==> src/rtl/alu32_op_sequencer.sv <==
// rtl/alu32_op_sequencer.sv - handshaked one-outstanding-op initiator for a clocked ALU
//
// Purpose: accepts (a, b, sel, tag) requests over valid/ready, drives the ALU
// operand/select registers, waits ALU_LAT edges, captures alu_out and returns
// (result, sel, tag) over a second valid/ready interface.
//
// Ports:
//   clk, rst                     clock (rising edge), async active-high reset
//   req_valid/req_ready          request handshake
//   req_a, req_b, req_sel, req_tag  request payload
//   alu_a, alu_b, alu_sel        registered ALU inputs
//   alu_out                      ALU result
//   rsp_valid/rsp_ready          response handshake
//   rsp_result, rsp_sel, rsp_tag response payload
//   busy                         high whenever an op is in flight or pending response
//   op_count                     completed-response count, wraps modulo 2^16
module alu32_op_sequencer #(
    parameter int WIDTH   = 32,
    parameter int ALU_LAT = 1,
    parameter int TAG_W   = 4
) (
    input  logic             clk,
    input  logic             rst,
    input  logic             req_valid,
    output logic             req_ready,
    input  logic [WIDTH-1:0] req_a,
    input  logic [WIDTH-1:0] req_b,
    input  logic [3:0]       req_sel,
    input  logic [TAG_W-1:0] req_tag,
    output logic [WIDTH-1:0] alu_a,
    output logic [WIDTH-1:0] alu_b,
    output logic [3:0]       alu_sel,
    input  logic [WIDTH-1:0] alu_out,
    output logic             rsp_valid,
    input  logic             rsp_ready,
    output logic [WIDTH-1:0] rsp_result,
    output logic [3:0]       rsp_sel,
    output logic [TAG_W-1:0] rsp_tag,
    output logic             busy,
    output logic [15:0]      op_count
);

    localparam int CNT_W = 4;

    typedef enum logic [1:0] {
        S_IDLE = 2'd0,
        S_WAIT = 2'd1,
        S_RESP = 2'd2
    } state_t;

    state_t state_q, state_d;

    logic             accept;
    logic             cnt_zero;

    logic [WIDTH-1:0] alu_a_q, alu_a_d;
    logic [WIDTH-1:0] alu_b_q, alu_b_d;
    logic [3:0]       alu_sel_q, alu_sel_d;
    logic [TAG_W-1:0] hold_tag_q, hold_tag_d;
    logic [3:0]       hold_sel_q, hold_sel_d;
    logic [CNT_W-1:0] wait_cnt_q, wait_cnt_d;
    logic             rsp_valid_q, rsp_valid_d;
    logic [WIDTH-1:0] rsp_result_q, rsp_result_d;
    logic [3:0]       rsp_sel_q, rsp_sel_d;
    logic [TAG_W-1:0] rsp_tag_q, rsp_tag_d;
    logic [15:0]      op_count_q, op_count_d;

    // State register
    always_ff @(posedge clk or posedge rst) begin
        if (rst) begin
            state_q <= S_IDLE;
        end else begin
            state_q <= state_d;
        end
    end

    // Next-state logic
    always_comb begin
        state_d = state_q;
        case (state_q)
            S_IDLE: if (accept) state_d = S_WAIT;
            S_WAIT: if (cnt_zero) state_d = S_RESP;
            S_RESP: begin
                // A new request can be taken on the same edge the response retires.
                if (accept) begin
                    state_d = S_WAIT;
                end else if (rsp_ready) begin
                    state_d = S_IDLE;
                end
            end
            default: state_d = S_IDLE;
        endcase
    end

    // FSM outputs
    always_comb begin
        req_ready = (state_q == S_IDLE) || ((state_q == S_RESP) && rsp_ready);
        accept    = req_valid && req_ready;
        busy      = (state_q != S_IDLE);
        cnt_zero  = (wait_cnt_q == '0);
    end

    // Datapath next values
    always_comb begin
        alu_a_d      = alu_a_q;
        alu_b_d      = alu_b_q;
        alu_sel_d    = alu_sel_q;
        hold_tag_d   = hold_tag_q;
        hold_sel_d   = hold_sel_q;
        wait_cnt_d   = wait_cnt_q;
        rsp_valid_d  = rsp_valid_q;
        rsp_result_d = rsp_result_q;
        rsp_sel_d    = rsp_sel_q;
        rsp_tag_d    = rsp_tag_q;
        op_count_d   = op_count_q;

        if (accept) begin
            alu_a_d    = req_a;
            alu_b_d    = req_b;
            alu_sel_d  = req_sel;
            hold_tag_d = req_tag;
            hold_sel_d = req_sel;
            wait_cnt_d = CNT_W'(ALU_LAT);
        end else if ((state_q == S_WAIT) && !cnt_zero) begin
            wait_cnt_d = wait_cnt_q - 1'b1;
        end

        if ((state_q == S_WAIT) && cnt_zero) begin
            rsp_valid_d  = 1'b1;
            rsp_result_d = alu_out;
            rsp_sel_d    = hold_sel_q;
            rsp_tag_d    = hold_tag_q;
        end

        // Payload is left in place after the handshake; only valid drops.
        if ((state_q == S_RESP) && rsp_ready) begin
            rsp_valid_d = 1'b0;
            op_count_d  = op_count_q + 16'd1;
        end
    end

    // Datapath registers
    always_ff @(posedge clk or posedge rst) begin
        if (rst) begin
            alu_a_q      <= '0;
            alu_b_q      <= '0;
            alu_sel_q    <= '0;
            hold_tag_q   <= '0;
            hold_sel_q   <= '0;
            wait_cnt_q   <= '0;
            rsp_valid_q  <= 1'b0;
            rsp_result_q <= '0;
            rsp_sel_q    <= '0;
            rsp_tag_q    <= '0;
            op_count_q   <= '0;
        end else begin
            alu_a_q      <= alu_a_d;
            alu_b_q      <= alu_b_d;
            alu_sel_q    <= alu_sel_d;
            hold_tag_q   <= hold_tag_d;
            hold_sel_q   <= hold_sel_d;
            wait_cnt_q   <= wait_cnt_d;
            rsp_valid_q  <= rsp_valid_d;
            rsp_result_q <= rsp_result_d;
            rsp_sel_q    <= rsp_sel_d;
            rsp_tag_q    <= rsp_tag_d;
            op_count_q   <= op_count_d;
        end
    end

    assign alu_a      = alu_a_q;
    assign alu_b      = alu_b_q;
    assign alu_sel    = alu_sel_q;
    assign rsp_valid  = rsp_valid_q;
    assign rsp_result = rsp_result_q;
    assign rsp_sel    = rsp_sel_q;
    assign rsp_tag    = rsp_tag_q;
    assign op_count   = op_count_q;

endmodule

==> config.mk <==
export PLATFORM = sky130hd
export DESIGN_NAME = alu32_op_sequencer
export DESIGN_NICKNAME = d
export VERILOG_FILES = /design/src/rtl/alu32_op_sequencer.sv
export SDC_FILE = /design/constraint.sdc
export NUM_CORES = 1
export LEC_CHECK = 0
export ABC_AREA = 1
export CAP_MARGIN = 10
export CORE_UTILIZATION = 47
export CTS_BUF_LIST = sky130_fd_sc_hd__clkbuf_4
export CTS_CLUSTER_DIAMETER = 40
export DETAILED_ROUTE_END_ITERATION = 10
export GPL_TIMING_DRIVEN = 0
export MAX_ROUTING_LAYER = met4
export PLACE_DENSITY = 0.88
export REMOVE_ABC_BUFFERS = 1
export SYNTH_ARGS = -nofsm -noshare
export SYNTH_HDL_FRONTEND = slang
export SYNTH_SLANG_ARGS = --single-unit
==> constraint.sdc <==
create_clock -name clk -period 7.6 [get_ports clk]
set_input_delay 1.52 -clock clk [delete_from_list [all_inputs] [get_ports clk]]
set_output_delay 1.52 -clock clk [all_outputs]
set_load 0.1 [all_outputs]
==> summary.txt, run 1 <==
Status
  – Status: finished, final reports clean

Finish
  – Area delta synth->final: 51.69%
  – Footprint of the multi-input gates: 1730 um^2
  – Commonest non-fill, non-tap cells in the layout: clkdlybuf4s50_1 (233), nand2_1 (201), dfrtp_1 (135)
  – Diode count: 0
  – Fill count: 784
  – Commonest non-fill, non-tap cell in the layout: clkdlybuf4s50_1
  – Cell area after layout: 8313 um^2
  – Final Util: between 70% and 80%
  – Final nets: 941
  – Layout cell share with drive strength beyond 1: 4.751%
  – Register area: 3378 um^2

Clocking
  – Cts repair resizes: 0
  – Num CTS Buffers: 17
  – Clock sinks: 135
  – H-tree depth: 4
  – Hold buffer count at CTS: 0
  – CTS tree: built
  – Worst-Skew Late Latency: 0.52 ns
  – Post-CTS Repair Setup Buffers: 0
  – Reg clk slew, reported paths: 0.11 ns
  – Max Root-Sink Buffers: 2
  – Root buffer cell: clkbuf_4

Yosys
  – Seq/Total Area, Yosys: 61.64%
  – Share of the synthesized area in the top cell type: 61.64%
  – Avg Cell Area, Syn: about 9.1 um^2
  – Syn Inst Count: 605
  – Synth warn: 0
  – Netlist cell types: 24
  – Largest family of logic cells by synthesized area: simple AND/OR/NAND/NOR gates
  – Cell taking the most area after synthesis: dfrtp_1
  – Compound-gate portion of the synthesized area: under 10%
  – Mux share of post-synthesis cell area: 0%
  – Synth Area in Simple Gates: 23.72%
  – Yosys reg bits: 135
  – Area contributors post-synth: dfrtp_1 (62%), nand2_1 (14%), nand3_1 (6.8%), inv_1 (4.1%), o21ai_0 (3.7%)
  – Post-synthesis xor/xnor area fraction: about 1.9%
  – Post-Synthesis Cell Area: roughly 5500 um^2
  – Adder-Cell Fraction of Synth Area: 0.6849%

Timing
  – Count of final setup violators: 0
  – RSZ-0062 raised after global routing: false
  – Min cycle time layout: 5.479 ns
  – Final worst slack: roughly 2.1 ns
  – Setup Skew: ~0.018 ns
  – Slew Limit Fails: 0
  – Highest clock rate: 182.5 MHz
  – Slew at the pin with the worst max-slew slack: a little over 1 ns
  – Final period util: 72.09%
  – Final hold vios: 0
  – Slew HR: 31.87%
  – Setup_tns: 0 ns

Route
  – Initial DRC count: roughly 210
  – Vias: roughly 4,800
  – TritonRoute pass-1 iters: 4
  – Drt drc: 0
  – DR WL/cell: 14.27 um
  – Via-to-Cell Ratio: 4.906
  – Post-route ant nets: 0
  – Routed WL: 14,050 um

Floorplan
  – Die ar.: 12,100 um^2
  – Die span in y: ~110 um
  – Floorplan row count: 39
  – Core ar.: 11,370 um^2
  – I/O Pins: 235
  – Die width: 110.0 um
  – Initial Util: 48.20%

Worst setup path
  – Max FO, Critical Path: 58
  – Cell mode on critical path: clkdlybuf4s50_1
  – Max stage delay on crit path: between 1 and 1.5 ns
  – Setup crit end kind: primary output
  – Crit path DAT: roughly 4 ns
  – CP Buf/Inv Count: 3
  – Type of origin of the critical path: input pin
  – Top Family by Delay on Critical Path: buffers and inverters
  – Required time worst endpoint: 6.08 ns
  – Critical path type: in -> out
  – Crit path cell chain: clkdlybuf4s50_1, nand3_4, nand2_2, buf_12, clkdlybuf4s50_1
  – Worst path slowest cell: clkdlybuf4s50_1

Flow run
  – Max Cap Viol: 0

Placement
  – Placer Congestion: 0.7879
  – Area after DPL: 7906 um^2
  – DPL Wire Length: 9977 um
  – Input/output buffers: 234
  – Post-place setup slack: 1.616 ns

Global routing
  – Grt ovf: 0
  – Initial antenna violation count: 0
  – Vias in the first global route: 4,683
  – GRT Overall Usage: 24.38%
  – Global-route wire length before repair: 21,530 um
  – Largest net degree at the start of global routing: 86

Hold path
  – Worst hold path class: reg -> reg
[stage by stage]
step | hold slack, ns | std cells
final | 0.4852 | 985
after global routing | 0.5014 | 985
after CTS | 0.4851 | 984
after detailed placement | 0.4613 | 953
after global placement | 0.4524 | 951
after floorplan | 0.4521 | 574
[worst register-to-register path: stages, from the launching register on]
cell	delay, ns
dfrtp_1	0.39
inv_1	0.12
ha_1	0.24
nand4_4	0.71
o21ai_0	0.55
[final timing paths]
path	start	end	slack (ns)	depth (start not counted)
hold reg to reg	alu_b[6]	alu_b[6]	0.49	2
setup / recovery	rsp_ready	req_ready	2.12	5
setup reg to reg	wait_cnt_q[0]	rsp_result[17]	5.48	4
hold / removal	alu_b[6]	alu_b[6]	0.49	2
min in group asynchronous	rst	op_count[11]	1.41	2
max in group asynchronous	rst	rsp_result[5]	5.41	3
[state kept, by name (all words and copies together) (netlist names)]
name and cells:
alu_a 32, alu_b 32, rsp_result 32, op_count 16, hold_sel_q 4, hold_tag_q 4, rsp_sel 4, rsp_tag 4
wait_cnt_q 4, state_q 2, rsp_valid 1
[synthesized netlist by cell type]
cell type and count:
nor2_4 1, o31ai_1 1, o21ai_0 41, xor2_1 7
nand3_1 74, clkbuf_1 8, xnor2_1 5, a21oi_1 11
nand3_4 1, inv_1 60, nand3b_1 1, buf_1 5
nand4_1 3, o22ai_1 1, buf_4 7, nand4_2 1
dfrtp_1 135, nand2_1 201, nor2_1 24, ha_1 3
inv_2 1, buf_2 11, nor3_1 1, nand2_2 2
[cell type report]
| class | instances | area share (%) |
|---|---|---|
| inverter | 61 | 2.815 |
| clock buffer | 18 | 1.626 |
| multi-input combinational | 378 | 20.82 |
| clock inverter | 13 | 3.025 |
| timing repair buffer | 237 | 28.93 |
| sequential | 135 | 40.64 |
| tap | 143 | 2.152 |
[cell families (layout without fill, tap and decap cells)]
kind of cell | after synthesis | in the layout
AND/OR/NAND/NOR | 309 | 309
XOR/XNOR | 12 | 12
AO/OA/AOI/OAI | 54 | 54
flip-flops | 135 | 135
buffers and inverters | 92 | 329
adder cells (fa/ha/maj) | 3 | 3
[routing by layer]
layer / up-vias / global-route usage (%) / wire length [um]
met2: 199 / 38.71 / 6609
met1: 2257 / 27.49 / 5791
met3: 31 / 8.995 / 1297
met4: 0 / 11.14 / 353
li1: 2345 / - / -
met5: - / - / 0
Power of run 1 is left out: the tool's default activity adds up to more than one toggle a clock period on the data nets, which glitch-free logic cannot reach.
==> run 2, diff against run 1 <==
CORE_UTILIZATION = 44   (was 47)
PLACE_DENSITY = 0.83   (was 0.88)
clock period = 5.67 ns   (was 7.6 ns; I/O delays follow)
==> summary.txt, run 2 (synthesis gave the netlist of run 1 again) <==
Worst setup path
  – Max stage delay on crit path: 1.18 ns
  – Cell mode on critical path: clkdlybuf4s50_1
  – Worst path slowest cell: clkdlybuf4s50_1
  – Setup crit end kind: primary output
  – Required time worst endpoint: 4.54 ns
  – Critical path type: in -> out
  – Crit path DAT: between 3 and 4 ns
  – Reg-to-Reg End: wait_cnt_q[3]
  – RR Startpoint: state_q[0]
  – Type of origin of the critical path: input pin
  – Setup slack, reg-to-reg: 3.28 ns
  – Reg2Reg Depth: 8
  – Crit path cell chain: clkdlybuf4s50_1, nand3_4, nand2_2, buf_12, clkdlybuf4s50_1
  – Max FO, Critical Path: 52

Route
  – Via-to-Cell Ratio: 4.795
  – Vias: a little under 5,000
  – DR WL/cell: between 10 and 15 um
  – Initial DRC count: 253
  – TritonRoute pass-1 iters: 4
  – Routed WL: roughly 14,000 um
  – Drt drc: 0
  – Post-route ant nets: 0

Finish
  – Commonest non-fill, non-tap cell in the layout: clkdlybuf4s50_1
  – Fill count: about 870
  – Layout cell share with drive strength beyond 1: 4.745%
  – Commonest non-fill, non-tap cells in the layout: clkdlybuf4s50_1 (233), nand2_1 (201), dfrtp_1 (135)
  – Area delta synth->final: 50.78%
  – Diode count: 0
  – Final nets: roughly 940

Floorplan
  – Core ar.: 12,060 um^2
  – I/O Pins: 235
  – Floorplan row count: 40
  – Die ar.: 12,910 um^2
  – Die span in y: around 110 um
  – Initial Util: around 45%
  – Die width: 113.6 um

Placement
  – Placer Congestion: approximately 0.83
  – DPL Wire Length: between 9000 and 10,000 um
  – Input/output buffers: about 230

Clocking
  – Num CTS Buffers: 17
  – Root buffer cell: clkbuf_4
  – Max Root-Sink Buffers: 2
  – Post-CTS Repair Setup Buffers: 0
  – Hold buffer count at CTS: 0
  – Clock sinks: 135
  – Reg clk slew, reported paths: 0.11 ns
  – H-tree depth: 4
  – Worst-Skew Late Latency: 0.52 ns
  – CTS tree: built
  – Cts repair resizes: 0

Timing
  – Slew at the pin with the worst max-slew slack: 1.080 ns
  – Slew HR: between 20% and 30%
  – Count of final setup violators: 0
  – Min cycle time layout: 4.756 ns
  – Final hold vios: 0
  – Hold_ws: 0.4784 ns
  – Setup Skew: 0.009190 ns
  – Highest clock rate: 210.3 MHz
  – Final period util: approximately 84%
  – Slew Limit Fails: 0
  – RSZ-0062 raised after global routing: false

Global routing
  – Global-route wire length before repair: roughly 23,000 um
  – Largest net degree at the start of global routing: 86
  – GRT Overall Usage: a little under a quarter
  – Grt ovf: 0
  – Vias in the first global route: 4,826
  – Initial antenna violation count: 0

Hold path
  – Worst hold path class: reg -> reg
  – Min-delay src: alu_a[3]
  – Hold EP: alu_a[3]
  – Worst hold stages: 2

Flow run
  – Max Cap Viol: 0

Status
  – Status: finished, final reports clean
[run 2: metal layers]
metal	GRT usage (%)	wire length, um
met3	8.874	1334
met5	-	0
met4	9.649	344
met1	27.03	5827
met2	36.71	6509
[run 2: how the worst max path moves through the flow]
stage / startpoint / end / cells after the start
after floorplan: rst / alu_a[0] / 1
after global placement: rst / alu_b[14] / 2
after detailed placement: rsp_ready / req_ready / 4
after CTS: rsp_ready / req_ready / 4
after global routing: rsp_ready / req_ready / 5
final: rsp_ready / req_ready / 5
[run 2: area by class of cell]
type / instances / area (um^2) / share of cell area, %
sequential: 135 / 3378 / 40.88
timing repair buffer: 238 / 2432 / 29.44
multi-input combinational: 378 / 1730 / 20.94
inverter: 61 / 234.0 / 2.832
tap: 168 / 210.2 / 2.544
clock buffer: 19 / 142.6 / 1.726
clock inverter: 12 / 135.1 / 1.635
[run 2: critical path: cells and delay by family]
kind | cells | cell delay, ns
AND/OR/NAND/NOR | 2 | 0.46
buffers and inverters | 3 | 2.01
[run 2: metrics by stage]
| step | util [%] | instance area, um^2 | setup WS, ns | setup TNS, ns | instances |
|---|---|---|---|---|---|
| global route | 68.51 | 8263 | 0.8335 | 0 | 1011 |
| detailed placement | 66.04 | 7965 | 0.4013 | 0 | 979 |
| CTS | 68.34 | 8243 | 0.4015 | 0 | 1010 |
| floorplan | - | 5324 | 0.9249 | 0 | 574 |
| global placement | 65.30 | 7876 | -0.7244 | -96.74 | 976 |
| finish | 68.51 | 8263 | 0.9142 | 0 | 1011 |
Power of run 2 is left out for the same reason.
==> run 3, diff against run 2 <==
clock period = 4.67 ns   (was 5.67 ns; I/O delays follow)
==> summary.txt, run 3 (synthesis gave the netlist of run 1 again) <==
Placement
  – Post-place setup slack: -0.1987 ns
  – Area after DPL: 7965 um^2
  – Input/output buffers: 234
  – DPL Wire Length: about 9900 um
  – Placer Congestion: 0.8295

Timing
  – RSZ-0062 raised after global routing: false
  – Final period util: 95.48%
  – Final worst slack: 0.2110 ns
  – Setup_tns: 0 ns
  – Slew HR: about 28%
  – Hold_ws: 0.4790 ns
  – Setup Skew: 0.01109 ns
  – Final hold vios: 0
  – Highest clock rate: roughly 220 MHz
  – Count of final setup violators: 0
  – Slew at the pin with the worst max-slew slack: 1.081 ns
  – Slew Limit Fails: 0
  – Min cycle time layout: 4.459 ns

Worst setup path
  – Type of origin of the critical path: input pin
  – Required time worst endpoint: 3.74 ns
  – Setup crit end kind: primary output
  – Max FO, Critical Path: 66
  – Crit path DAT: 3.53 ns
  – Critical path type: in -> out

Finish
  – Register area: 3378 um^2
  – Cell area after layout: around 8200 um^2
  – Layout cell share with drive strength beyond 1: 4.632%
  – Commonest non-fill, non-tap cells in the layout: clkdlybuf4s50_1 (233), nand2_1 (201), dfrtp_1 (135)
  – Commonest non-fill, non-tap cell in the layout: clkdlybuf4s50_1
  – Fill count: 874
  – Footprint of the multi-input gates: 1735 um^2
  – Final nets: between 900 and 1,000
  – Area delta synth->final: 50.50%
  – Diode count: 0

Global routing
  – Largest net degree at the start of global routing: 86
  – Initial antenna violation count: 0
  – GRT Overall Usage: 23.40%
  – Grt ovf: 0
  – Vias in the first global route: 4,826
  – Global-route wire length before repair: 22,670 um

Clocking
  – H-tree depth: 4
  – Num CTS Buffers: 17
  – Reg clk slew, reported paths: ~0.11 ns
  – Max Root-Sink Buffers: 2
  – Root buffer cell: clkbuf_4
  – Worst-Skew Late Latency: 0.54 ns
  – CTS tree: built
  – Hold buffer count at CTS: 0
  – Clock sinks: 135

Status
  – Status: finished, final reports clean

Floorplan
  – Die width: ~110 um
  – Floorplan row count: 40
  – I/O Pins: approximately 240
  – Core ar.: 12,060 um^2
  – Die span in y: 113.6 um
  – Initial Util: 45.44%
  – Die ar.: 12,910 um^2

Route
  – TritonRoute pass-1 iters: 4
  – Post-route ant nets: 0
  – Routed WL: around 14,000 um
  – Vias: 4,849
  – DR WL/cell: about 14 um
  – Initial DRC count: 290
  – Via-to-Cell Ratio: around 4.8
  – Drt drc: 0

Hold path
  – Worst hold path class: reg -> reg

Flow run
  – Max Cap Viol: 0
[run 3: worst max-delay path: stages]
cell and delay (ns):
clkdlybuf4s50_1 0.54, nand3_4 0.17, nand2_4 0.55, clkdlybuf4s50_1 1.27
[run 3: repair_timing]
item,4_1_cts,5_1_grt
gates resized for setup,1,0
setup endpoints to repair,1,0
setup buffers,0,0
[run 3: final cells by class]
| cell class | instances | share of cell area, % |
|---|---|---|
| sequential | 135 | 40.96 |
| timing repair buffer | 237 | 29.25 |
| multi-input combinational | 378 | 21.04 |
| inverter | 61 | 2.837 |
| tap | 168 | 2.549 |
| clock buffer | 19 | 1.729 |
| clock inverter | 12 | 1.638 |
[run 3: path summary, 6_finish.rpt]
check	to	from	slack [ns]	cells past startpoint
worst min register to register	alu_a[3]	alu_a[3]	0.48	2
worst min-delay path	alu_a[3]	alu_a[3]	0.48	2
worst max register to register	wait_cnt_q[3]	state_q[0]	2.09	7
min in group asynchronous	rsp_result[11]	rst	0.86	2
worst max-delay path	req_ready	rsp_ready	0.21	4
max in group asynchronous	alu_a[28]	rst	3.08	3
[run 3: layer usage]
metal  share of wire [%]  vias to the layer above  track usage, %
li1                    -                     2342               -
met1                  42                     2251           27.03
met2                  46                      223           36.71
met3                 9.0                       33           8.874
met4                 2.6                        0           9.649
met5                   0                        -               -
[run 3: per-stage QoR]
step | cells | util [%]
global route | 1010 | 68.38
floorplan | 574 | -
detailed placement | 979 | 66.04
global placement | 976 | 65.30
finish | 1010 | 68.38
CTS | 1010 | 68.38
Power of run 3 is left out for the same reason.
